### src/rtl/sargantana_icache_refill_writer_pkg.sv
// rtl/sargantana_icache_refill_writer_pkg.sv - shared geometry constants and refill FSM state type
package sargantana_icache_pkg;

    localparam int SET_WIDHT  = 128;
    localparam int ADDR_WIDHT = 8;
    localparam int BEAT_W     = 64;
    localparam int N_WAYS     = 4;
    localparam int N_BEATS    = SET_WIDHT / BEAT_W;

    typedef enum logic [1:0] {
        IDLE  = 2'd0,
        FILL  = 2'd1,
        WRITE = 2'd2,
        FLUSH = 2'd3
    } refill_state_t;

endpackage

### src/rtl/sargantana_icache_refill_writer_if.sv
// rtl/sargantana_icache_refill_writer_if.sv - L2 refill beat channel (signal suffixes are from the writer's side)
interface sargantana_icache_refill_writer_if
    import sargantana_icache_pkg::*;
#(
    parameter int P_BEAT_W = BEAT_W,
    parameter int P_ADDR_W = ADDR_WIDHT,
    parameter int P_N_WAYS = N_WAYS
);
    logic                refill_valid_i;
    logic                refill_ready_o;
    logic [P_BEAT_W-1:0] refill_data_i;
    logic [P_ADDR_W-1:0] refill_idx_i;
    logic [P_N_WAYS-1:0] refill_way_i;
    logic                refill_abort_i;

    modport master (
        output refill_valid_i, refill_data_i, refill_idx_i, refill_way_i, refill_abort_i,
        input  refill_ready_o
    );

    modport slave (
        input  refill_valid_i, refill_data_i, refill_idx_i, refill_way_i, refill_abort_i,
        output refill_ready_o
    );
endinterface

### src/rtl/sargantana_icache_refill_writer_line_assembler.sv
// rtl/sargantana_icache_refill_writer_line_assembler.sv - packs refill beats LSB-first into one line
module sargantana_icache_line_assembler #(
    parameter int SET_WIDHT = 128,
    parameter int BEAT_W    = 64
) (
    input  logic                 clk_i,
    input  logic                 rst_i,
    input  logic                 beat_valid_i,
    input  logic [BEAT_W-1:0]    beat_data_i,
    input  logic                 clear_i,
    output logic [SET_WIDHT-1:0] line_o,
    output logic                 last_beat_o
);
    localparam int N_BEATS = SET_WIDHT / BEAT_W;
    localparam int CNT_W   = (N_BEATS > 1) ? $clog2(N_BEATS) : 1;

    logic [CNT_W-1:0]     beat_cnt_q, beat_cnt_d;
    logic [SET_WIDHT-1:0] line_q, line_d;

    assign last_beat_o = (beat_cnt_q == CNT_W'(N_BEATS - 1));
    assign line_o      = line_q;

    // clear has priority so an abort arriving with a beat consumes it without storing
    always_comb begin
        beat_cnt_d = beat_cnt_q;
        line_d     = line_q;
        if (clear_i) begin
            beat_cnt_d = '0;
            line_d     = '0;
        end else if (beat_valid_i) begin
            line_d[int'(beat_cnt_q) * BEAT_W +: BEAT_W] = beat_data_i;
            beat_cnt_d = last_beat_o ? '0 : beat_cnt_q + 1'b1;
        end
    end

    always_ff @(posedge clk_i or posedge rst_i) begin
        if (rst_i) begin
            beat_cnt_q <= '0;
            line_q     <= '0;
        end else begin
            beat_cnt_q <= beat_cnt_d;
            line_q     <= line_d;
        end
    end
endmodule

### src/rtl/sargantana_icache_refill_writer.sv
// rtl/sargantana_icache_refill_writer.sv - refill FSM driving the icache way write ports
// Optional flush sweep enabled by defining ICACHE_REFILL_FLUSH_EN.
module sargantana_icache_refill_writer
    import sargantana_icache_pkg::*;
#(
    parameter int P_SET_WIDHT  = SET_WIDHT,
    parameter int P_ADDR_WIDHT = ADDR_WIDHT,
    parameter int P_BEAT_W     = BEAT_W,
    parameter int P_N_WAYS     = N_WAYS
) (
    input  logic                     clk_i,
    input  logic                     rst_i,
    sargantana_icache_refill_writer_if.slave refill,
    input  logic                     flush_i,
    output logic [P_N_WAYS-1:0]      way_req_o,
    output logic                     way_we_o,
    output logic [P_ADDR_WIDHT-1:0]  way_addr_o,
    output logic [P_SET_WIDHT-1:0]   way_data_o,
    output logic                     busy_o,
    output logic                     done_o,
    output logic                     flush_done_o
);
    refill_state_t             state_q, state_d;
    logic [P_ADDR_WIDHT-1:0]   idx_q;
    logic [P_N_WAYS-1:0]       way_q;
    logic [P_SET_WIDHT-1:0]    line;
    logic                      last_beat;
    logic                      ready;
    logic                      accept;
    logic                      abort;
    logic                      flush_go;

    assign accept = refill.refill_valid_i & ready;
    assign abort  = refill.refill_abort_i & ((state_q == IDLE) | (state_q == FILL));
    assign refill.refill_ready_o = ready;

`ifdef ICACHE_REFILL_FLUSH_EN
    logic [P_ADDR_WIDHT-1:0] flush_cnt_q;
    logic                    flush_last;

    assign flush_go   = (state_q == IDLE) & flush_i;
    assign flush_last = (flush_cnt_q == {P_ADDR_WIDHT{1'b1}});

    // counter sits at 0 outside FLUSH and wraps back to 0 after the last entry
    always_ff @(posedge clk_i or posedge rst_i) begin
        if (rst_i)
            flush_cnt_q <= '0;
        else if (state_q == FLUSH)
            flush_cnt_q <= flush_cnt_q + 1'b1;
        else
            flush_cnt_q <= '0;
    end
`else
    logic unused_flush;
    assign unused_flush = flush_i;
    assign flush_go     = 1'b0;
`endif

    sargantana_icache_line_assembler #(
        .SET_WIDHT (P_SET_WIDHT),
        .BEAT_W    (P_BEAT_W)
    ) u_line_assembler (
        .clk_i        (clk_i),
        .rst_i        (rst_i),
        .beat_valid_i (accept),
        .beat_data_i  (refill.refill_data_i),
        .clear_i      (abort | (state_q == WRITE)),
        .line_o       (line),
        .last_beat_o  (last_beat)
    );

    always_ff @(posedge clk_i or posedge rst_i) begin
        if (rst_i) begin
            state_q <= IDLE;
            idx_q   <= '0;
            way_q   <= '0;
        end else begin
            state_q <= state_d;
            if ((state_q == IDLE) && accept && !abort) begin
                idx_q <= refill.refill_idx_i;
                way_q <= refill.refill_way_i;
            end
        end
    end

    always_comb begin
        state_d = state_q;
        case (state_q)
            IDLE: begin
                if (flush_go)
                    state_d = FLUSH;
                else if (accept && !abort)
                    state_d = last_beat ? WRITE : FILL;
            end
            FILL: begin
                if (abort)
                    state_d = IDLE;
                else if (accept && last_beat)
                    state_d = WRITE;
            end
            WRITE: state_d = IDLE;
`ifdef ICACHE_REFILL_FLUSH_EN
            FLUSH: begin
                if (flush_last)
                    state_d = IDLE;
            end
`endif
            default: state_d = IDLE;
        endcase
    end

    always_comb begin
        ready        = 1'b0;
        way_req_o    = '0;
        way_we_o     = 1'b0;
        way_addr_o   = '0;
        way_data_o   = '0;
        busy_o       = 1'b0;
        done_o       = 1'b0;
        flush_done_o = 1'b0;
        case (state_q)
            IDLE: ready = !flush_go;
            FILL: begin
                ready  = 1'b1;
                busy_o = 1'b1;
            end
            WRITE: begin
                busy_o     = 1'b1;
                way_req_o  = way_q;
                way_we_o   = 1'b1;
                way_addr_o = idx_q;
                way_data_o = line;
                done_o     = 1'b1;
            end
`ifdef ICACHE_REFILL_FLUSH_EN
            FLUSH: begin
                busy_o       = 1'b1;
                way_req_o    = '1;
                way_we_o     = 1'b1;
                way_addr_o   = flush_cnt_q;
                flush_done_o = flush_last;
            end
`endif
            default: ;
        endcase
    end

    // way select is expected to be one-hot; a malformed select is still written as given
    assert property (@(posedge clk_i) disable iff (rst_i)
        ((state_q == IDLE) && accept && !abort && !flush_go) |-> $onehot(refill.refill_way_i));

endmodule
### src/flat_wrapper.sv
// flat-port wrapper written by rule: the top's interface ports become plain ports
module sargantana_icache_refill_writer_flat import sargantana_icache_pkg::*;
#(
    parameter int P_SET_WIDHT  = SET_WIDHT,
    parameter int P_ADDR_WIDHT = ADDR_WIDHT,
    parameter int P_BEAT_W     = BEAT_W,
    parameter int P_N_WAYS     = N_WAYS
)
  (clk_i, rst_i, flush_i, way_req_o, way_we_o, way_addr_o, way_data_o, busy_o, done_o, flush_done_o, refill_refill_valid_i, refill_refill_data_i, refill_refill_idx_i, refill_refill_way_i, refill_refill_abort_i, refill_refill_ready_o);
  sargantana_icache_refill_writer_if #(.P_BEAT_W(P_BEAT_W), .P_N_WAYS(P_N_WAYS)) refill_i ();
  input  logic clk_i;
  input  logic rst_i;
  input  logic flush_i;
  output logic [P_N_WAYS-1:0] way_req_o;
  output logic way_we_o;
  output logic [P_ADDR_WIDHT-1:0] way_addr_o;
  output logic [P_SET_WIDHT-1:0] way_data_o;
  output logic busy_o;
  output logic done_o;
  output logic flush_done_o;
  input wire logic [$bits(refill_i.refill_valid_i)-1:0] refill_refill_valid_i;
  input wire logic [$bits(refill_i.refill_data_i)-1:0] refill_refill_data_i;
  input wire logic [$bits(refill_i.refill_idx_i)-1:0] refill_refill_idx_i;
  input wire logic [$bits(refill_i.refill_way_i)-1:0] refill_refill_way_i;
  input wire logic [$bits(refill_i.refill_abort_i)-1:0] refill_refill_abort_i;
  output wire logic [$bits(refill_i.refill_ready_o)-1:0] refill_refill_ready_o;
  assign refill_i.refill_valid_i = refill_refill_valid_i;
  assign refill_i.refill_data_i = refill_refill_data_i;
  assign refill_i.refill_idx_i = refill_refill_idx_i;
  assign refill_i.refill_way_i = refill_refill_way_i;
  assign refill_i.refill_abort_i = refill_refill_abort_i;
  assign refill_refill_ready_o = refill_i.refill_ready_o;
  sargantana_icache_refill_writer #(.P_SET_WIDHT(P_SET_WIDHT), .P_ADDR_WIDHT(P_ADDR_WIDHT), .P_BEAT_W(P_BEAT_W), .P_N_WAYS(P_N_WAYS)) u_core (.clk_i(clk_i), .rst_i(rst_i), .refill(refill_i), .flush_i(flush_i), .way_req_o(way_req_o), .way_we_o(way_we_o), .way_addr_o(way_addr_o), .way_data_o(way_data_o), .busy_o(busy_o), .done_o(done_o), .flush_done_o(flush_done_o));
endmodule
### config.mk
export PLATFORM = sky130hd
export DESIGN_NAME = sargantana_icache_refill_writer_flat
export DESIGN_NICKNAME = d
export VERILOG_FILES = /design/src/rtl/sargantana_icache_refill_writer_pkg.sv /design/src/rtl/sargantana_icache_refill_writer_if.sv /design/src/rtl/sargantana_icache_refill_writer_line_assembler.sv /design/src/rtl/sargantana_icache_refill_writer.sv /design/src/flat_wrapper.sv
export SDC_FILE = /design/constraint.sdc
export NUM_CORES = 1
export LEC_CHECK = 0
export BUFFER_PORTS_ARGS = -buffer_cell sky130_fd_sc_hd__buf_4
export CORE_ASPECT_RATIO = 0.5
export CORE_MARGIN = 3
export CORE_UTILIZATION = 40
export CTS_CLUSTER_DIAMETER = 120
export DETAILED_ROUTE_END_ITERATION = 7
export PLACE_DENSITY = 0.77
export SLEW_MARGIN = 20
export SYNTH_ARGS = -nofsm -noshare
export SYNTH_HDL_FRONTEND = slang
export SYNTH_SLANG_ARGS = --single-unit
### constraint.sdc
create_clock -name clk_i -period 5.7 [get_ports clk_i]
set_clock_uncertainty 0.05 [all_clocks]
set_input_delay 0.285 -clock clk_i [delete_from_list [all_inputs] [get_ports clk_i]]
set_output_delay 0.285 -clock clk_i [all_outputs]
set_load 0.1 [all_outputs]
==> flow_metrics.env, run 1 <==
export IMPL_p_sw_frac=0.439
export IMPL_number_of_synthesized_register_bits=143
export IMPL_hpwl_um=11000
export IMPL_rsz_0062_raised_after_global_routing="false"
export IMPL_cts_sink_count=143
export IMPL_antenna_left=0
export IMPL_drt_first_iter_violations=157
export IMPL_hold_path_class="in2async"
export IMPL_wire_per_inst_um=18.4
export IMPL_peak_fanout_along_the_critical_path=46
export IMPL_numCtsBuffers=17
export IMPL_pwr_share_comb=0.417
export IMPL_totalWireLength_um=16800
export IMPL_area_delta_synth_final_pct=37.4
export IMPL_master_cell_of_the_clock_root_buffer="clkbuf_16"
export IMPL_clock_path_buffers=2
export IMPL_shortest_clock_period_the_worst_path_allows_after_layout_ps=2910
export IMPL_grt_first_pass_wirelength_um=26400
export IMPL_floorplan_io_pins=226
export IMPL_chipHeight_um=94.1
export IMPL_hold_ws_ps=4.25
export IMPL_final_layout_size_suffix_gt1_frac=0.392
export IMPL_number_of_enable_flip_flop_cells_after_synthesis=0
export IMPL_synth_fp_nets=582
export IMPL_antenna_violations_before_repair=0
export IMPL_preCtsSetupSlack_ps=2480
export IMPL_sequentialPowerShare=0.334
export IMPL_cts_repair_timing_setup_buffer_count=0
export IMPL_avgViaCountPerCell=5.24
export IMPL_synthesis_area_per_instance_um2=12.5
export IMPL_initial_core_utilization=0.419
export IMPL_fmax_mhz=344
export IMPL_most_area_consuming_cells_after_synthesis="dfrtp_1 58%, a22o_1 18%, and2_1 14%"
export IMPL_timing_critical_path_arrival_ps=3190
export IMPL_critPathRequiredTime_ps=5980
export IMPL_synth_async_sr_flop_share=1.00
export IMPL_setup_violations_final=0
export IMPL_internal_power_uw=2450
export IMPL_floorplan_die_area_um2=17200
export IMPL_cts_hold_buffers_added=0
export IMPL_yosysWarningCount=0
export IMPL_power_uw=4370
export IMPL_worst_skew_pair_late_latency_ps=400
export IMPL_post_route_cell_area_um2=8530
export IMPL_floorplan_core_area_um2=14800
export IMPL_synth_ff_type="dfrtp_1"
export IMPL_mappedNetlistArea_um2=6210
export IMPL_setup_worst_path_class="reg2reg"
export IMPL_run_status="finished clean"
export IMPL_total_power_per_unit_cell_area_nw_per_um2=512
export IMPL_grt_pass1_vias=4956
export IMPL_cts_reportedPaths_clkPinSlew_ps=60
export IMPL_antenna_diode_count=0
export IMPL_residual_overflow_from_global_routing=0
export IMPL_vdd_drop_max_v=0.000265
export IMPL_die_width_um=182
export IMPL_timing_max_slew_rel_slack=0.352
export IMPL_ys_seq_area_frac=0.576
export IMPL_setup_tns_final_ps=0
export IMPL_number_of_buffers_added_on_ports=223
export IMPL_track_usage=0.195
export IMPL_timing_critical_path_cells="inv_1, ha_4, or2_0, nor3_4, buf_4, a22o_1"
export IMPL_route_vias_total=4793
export IMPL_critical_path_startpoint_type="flop"
export IMPL_final_setup_worst_slack_ps=2790
export IMPL_gpl_final_weighted_congestion=0.759
export IMPL_largest_net_degree_at_the_start_of_global_routing=146
export IMPL_cellLeakagePower_uw=0.00440
export IMPL_design_final_nets=787
export IMPL_quantity_of_gates_resized_following_cts=0
export IMPL_timing_final_crit_share=0.510
export IMPL_cell_at_the_slowest_stage_of_the_critical_path="nor3_4"
export IMPL_ys_types=29
export IMPL_synthesis_instances=498
export IMPL_yosys_top_cells_count="143 x dfrtp_1, 140 x and2_1, 128 x a22o_1, 15 x buf_2, 15 x clkbuf_1"
export IMPL_final_max_slew_violation_count=0
export IMPL_worst_path_largest_cell_delay_ps=800
export IMPL_yosysTopAreaCell="dfrtp_1"
export IMPL_report_final_hold_viol_count=0
export IMPL_cap_viol_max_count=0
export IMPL_fp_row_count=31
export IMPL_clock_power_share=0.249
export IMPL_cts_tree="built"
export IMPL_timing_worst_slew_pin_value_ps=969
export IMPL_dpl_cell_area_um2=7930
export IMPL_net_sw_power_uw=1920
export IMPL_synth_top_area_share=0.576
export IMPL_clock_tree_htree_level_count=4
export IMPL_drt_drc_violations_left=0
export IMPL_end_kind="flop"
export IMPL_yosysMostFrequentCell="dfrtp_1"
export IMPL_detailedRoute_firstPassIterationCount=5
## placed cells by master, fill, tap and decap left out, drive strengths merged, types with 2 or more instances in the layout
cell,instances
and2,140
clkinvlp,4
a22o,128
clkbuf,18
a21oi,3
clkinv,7
buf,230
inv,5
mux2,12
ha,3
nand2,2
nand2b,2
dfrtp,143
bufinv,2
o21ai,2
nor3,2
## per-layer routing
metal	track usage	up-vias	part of all wire
met5	0	-	0
met4	0.0735	0	0.020
met3	0.0375	26	0.041
met2	0.338	142	0.51
met1	0.245	2446	0.43
li1	-	2179	-
## critical path: cells and delay by family (launching register included)
family          cells  cell delay [ps]
fa+ha+maj           1              300
buf+inv             2              700
compound gates      1              220
simple gates        2             1190
flops               1              350
## power groups by stage
stage / Sequential, uW / Clock, uW / Combinational, uW
finish: 1460 / 1090 / 1820
global route: 1490 / 1160 / 1930
CTS: 1460 / 1110 / 1820
detailed placement: 1470 / 0 / 1820
global placement: 1450 / 0 / 1790
floorplan: 1410 / 0 / 1460
## area by class of cell
cell class                      count  area (um^2)
Tap cell                          198          248
Timing Repair Buffer              230         1750
Clock buffer                       18          439
Multi-Input combinational cell    307         2360
Clock inverter                     14          141
Fill cell                        1243         6280
Sequential cell                   143         3580
Inverter                            4         20.0
## through the flow
step                utilization  cells
CTS                       0.574    913
floorplan                     -    498
global route              0.576    914
finish                    0.576    914
detailed placement        0.535    881
global placement          0.535    881
## logic make-up (layout without fill, tap and decap cells)
logic type	count (synthesis)	after routing	synth area share
simple gates	153	153	0.156
compound gates	138	138	0.191
fa+ha+maj	3	3	0.00604
flops	143	143	0.576
other cells	1	1	0.000604
buf+inv	48	266	0.0477
mux	12	12	0.0218
## flip-flops by register name, indices dropped and copies added, names as in the netlist
| signal | count |
|---|---|
| u_core.way_q | 4 |
| u_core.state_q | 2 |
| u_core.idx_q | 8 |
| u_core.u_line_assembler.last_beat_o | 1 |
| u_core.u_line_assembler.line_o | 128 |
## final timing paths
| kind | from | endpoint | slack (ps) | cells past startpoint |
|---|---|---|---|---|
| setup / recovery | u_core.state_q[0]$_DFFE_PP0P_ | u_core.u_line_assembler.line_o[54]$_DFFE_PP0P_ | 2790 | 6 |
| hold / removal | rst_i | u_core.u_line_assembler.line_o[126]$_DFFE_PP0P_ | 4 | 2 |
| setup reg to reg | u_core.state_q[0]$_DFFE_PP0P_ | u_core.u_line_assembler.line_o[54]$_DFFE_PP0P_ | 2790 | 6 |
| hold reg to reg | u_core.u_line_assembler.line_o[46]$_DFFE_PP0P_ | u_core.u_line_assembler.line_o[46]$_DFFE_PP0P_ | 440 | 1 |
| max in group asynchronous | rst_i | u_core.u_line_assembler.line_o[22]$_DFFE_PP0P_ | 4380 | 3 |
| min in group clk_i | refill_refill_data_i[5] | u_core.u_line_assembler.line_o[5]$_DFFE_PP0P_ | 50 | 2 |
Power figures use the tool's default switching activity.
==> inputs of run 2 (changes only) <==
ABC_AREA = 1   (was not set)
PLACE_DENSITY = 0.78   (was 0.77)
clock period = 2.4 ns   (was 5.7 ns; I/O delays follow)
==> run 2 against run 1 <==
  * Sequential power rose to 2.7 times the previous value
  * Highest routed layer unchanged
  * Synthesized cell count is 87% higher
  * First-iteration DRC count rose to 2.7 times the previous value
  * Die area rose by 10%
  * Sequential cell count stayed put
  * Combinational power grew to 2.9 times the previous value
  * Cell area rose by 24%
==> flow_metrics.env, run 2 <==
export IMPL_cts_sink_count=143
export IMPL_initial_core_utilization=0.415
export IMPL_hold_path_end="u_core.state_q[1]$_DFFE_PP0P_"
export IMPL_wire_per_inst_um=14.8
export IMPL_cts_reportedPaths_clkPinSlew_ps=60
export IMPL_area_delta_synth_final_pct=53.8
export IMPL_number_of_enable_flip_flop_cells_after_synthesis=0
export IMPL_detailedRoute_firstPassIterationCount=5
export IMPL_yosysMostFrequentCell="nand2_1"
export IMPL_master_cell_of_the_clock_root_buffer="clkbuf_16"
export IMPL_r2r_cells=9
export IMPL_final_instance_count_excl_fillers=1455
export IMPL_antenna_left=0
export IMPL_die_width_um=192
export IMPL_shortest_clock_period_the_worst_path_allows_after_layout_ps=2190
export IMPL_largest_register_ff_count=128
export IMPL_holdCritStartpoint="refill_refill_abort_i"
export IMPL_final_setup_worst_slack_ps=209
export IMPL_synthesis_instances=933
export IMPL_chipHeight_um=98.8
export IMPL_floorplan_die_area_um2=18900
export IMPL_ff_latch_area_um2=3580
export IMPL_setup_violations_final=0
export IMPL_clock_path_buffers=2
export IMPL_antenna_violations_before_repair=0
export IMPL_largest_net_degree_at_the_start_of_global_routing=144
export IMPL_synth_ff_type="dfrtp_1"
export IMPL_synthesis_area_per_instance_um2=7.38
export IMPL_crit_reg2reg_capture="u_core.u_line_assembler.line_o[26]$_DFFE_PP0P_"
export IMPL_fp_row_count=33
export IMPL_preCtsSetupSlack_ps=58.7
export IMPL_ys_types=19
export IMPL_cellLeakagePower_uw=0.00560
export IMPL_numCtsBuffers=17
export IMPL_run_status="finished clean"
export IMPL_synth_async_sr_flop_share=1.00
export IMPL_dp_cells=1342
export IMPL_route_vias_total=6906
export IMPL_most_common_layout_cells="503 x nand2_1, 226 x buf_4, 143 x dfrtp_1"
export IMPL_cell_at_the_slowest_stage_of_the_critical_path="dfrtp_1"
export IMPL_layout_commonest_cell="nand2_1"
export IMPL_antenna_diode_count=0
export IMPL_track_usage=0.218
export IMPL_setup_worst_path_class="reg2out"
export IMPL_avgViaCountPerCell=4.75
export IMPL_critPathRequiredTime_ps=2230
export IMPL_yosys_top_cells_count="503 x nand2_1, 146 x inv_1, 143 x dfrtp_1, 66 x nand3_1, 24 x buf_2"
export IMPL_worst_hold_path_num_cells=4
export IMPL_synth_fp_nets=1017
export IMPL_timing_reg2reg_setup_slack_ps=330
export IMPL_residual_overflow_from_global_routing=0
export IMPL_ys_seq_area_frac=0.520
export IMPL_yosysWarningCount=0
export IMPL_timing_critical_path_cells="inv_1, ha_4, buf_16, nand2_1, clkinvlp_4, buf_4"
export IMPL_report_final_hold_viol_count=0
export IMPL_drt_first_iter_violations=427
export IMPL_number_of_buffers_added_on_ports=223
export IMPL_timing_rr_start="u_core.state_q[0]$_DFFE_PP0P_"
export IMPL_worst_path_largest_cell_delay_ps=400
export IMPL_final_layout_size_suffix_gt1_frac=0.311
export IMPL_multiInputGateArea_um2=2470
export IMPL_vdd_drop_max_v=0.000662
export IMPL_most_area_consuming_cells_after_synthesis="dfrtp_1 52%, nand2_1 27%, inv_1 8.0%"
export IMPL_timing_critical_path_arrival_ps=2020
export IMPL_hold_path_class="in2reg"
export IMPL_yosysTopAreaCell="dfrtp_1"
export IMPL_fillCellCount=1352
export IMPL_totalWireLength_um=21500
export IMPL_floorplan_io_pins=226
export IMPL_timing_max_slew_rel_slack=0.493
export IMPL_cts_tree="built"
export IMPL_power_uw=12100
export IMPL_peak_fanout_along_the_critical_path=71
export IMPL_gpl_final_weighted_congestion=0.801
export IMPL_timing_worst_slew_pin_value_ps=760
export IMPL_rsz_0062_raised_after_global_routing="false"
export IMPL_setup_tns_final_ps=0
export IMPL_synth_top_area_share=0.520
export IMPL_total_power_per_unit_cell_area_nw_per_um2=1150
export IMPL_drt_drc_violations_left=0
export IMPL_number_of_synthesized_register_bits=143
export IMPL_worst_skew_pair_late_latency_ps=400
export IMPL_timing_final_crit_share=0.913
export IMPL_fmax_mhz=456
export IMPL_mappedNetlistArea_um2=6890
export IMPL_grt_pass1_vias=7007
export IMPL_end_kind="output port"
export IMPL_final_util=0.638
export IMPL_grt_first_pass_wirelength_um=33200
export IMPL_design_final_nets=1299
export IMPL_floorplan_core_area_um2=16600
export IMPL_critical_path_startpoint_type="flop"
export IMPL_final_max_slew_violation_count=0
export IMPL_hpwl_um=12300
export IMPL_clock_tree_htree_level_count=4
export IMPL_cap_viol_max_count=0
-- run 2: cell types whose count changed after synthesis, moves of 3 or more --
cell / delta
nor2_1: +3
buf_4: +7
inv_1: +142
nand2_1: +501
mux2_2: -12
nand3_1: +65
buf_6: -5
clkbuf_1: -4
a22o_1: -128
inv_2: +5
and2_1: -140
nor2_8: +4
buf_2: +9
a21oi_1: -3
-- run 2: worst max path at each step --
stage | depth (start not counted) | start | end
3_5_place_dp | 9 | u_core.state_q[0]$_DFFE_PP0P_ | u_core.u_line_assembler.line_o[7]$_DFFE_PP0P_
3_3_place_gp | 9 | u_core.state_q[0]$_DFFE_PP0P_ | u_core.u_line_assembler.line_o[36]$_DFFE_PP0P_
4_1_cts | 6 | u_core.state_q[0]$_DFFE_PP0P_ | way_data_o[120]
6_report | 6 | u_core.state_q[0]$_DFFE_PP0P_ | way_data_o[95]
2_1_floorplan | 7 | u_core.state_q[0]$_DFFE_PP0P_ | way_addr_o[0]
5_1_grt | 6 | u_core.state_q[0]$_DFFE_PP0P_ | way_data_o[102]
-- run 2: worst max-delay path: cells and delay by family, from the launching register on --
family	cells	cell delay (ps)
DFF	1	400
adders and majority gates	1	210
and+or+nand+nor	1	150
buffers and inverters	4	800
-- run 2: logic make-up (layout without fill, tap and decap cells) --
kind of cell	count (synthesis)	in the layout	synth area share
AND/OR/NAND/NOR	583	585	0.346
adder cells (fa/ha/maj)	3	3	0.00545
buffers and inverters	202	495	0.127
flip-flops	143	143	0.520
other	1	1	0.000544
AO/OA/AOI/OAI	1	1	0.00127
-- run 2: timing repair --
action | in CTS | in global routing
resized for setup | 0 | 2
endpoints found under the hold margin | 284 | 0
hold buffers | 78 | 0
buffers inserted | 0 | 0
setup endpoints to repair | 0 | 181
-- run 2: stage by stage --
step,area (um^2),hold WS [ps]
floorplan,7270,187
global placement,9090,274
detailed placement,9090,276
CTS,10500,13.8
global route,10600,55.3
finish,10600,21.2
-- run 2: final cells by class --
cell class	instances	share of cell area
multi-input combinational	590	0.233
clock inverter	13	0.0222
clock buffer	19	0.0409
sequential	143	0.338
inverter	151	0.0893
tap	227	0.0268
timing repair buffer	312	0.250
-- run 2: layer usage --
layer / up-vias / GRT usage / wire, um
met2: 215 / 0.392 / 11000
li1: 3274 / - / -
met1: 3361 / 0.260 / 8830
met3: 56 / 0.0316 / 944
met4: 0 / 0.100 / 684
met5: - / 0 / 0
-- run 2: power breakdown --
group	total (uW)	switching (uW)	internal, uW
sequential	3890	546	3340
combinational	5250	3930	1330
clock	2990	1030	1960
total	12100	5500	6630
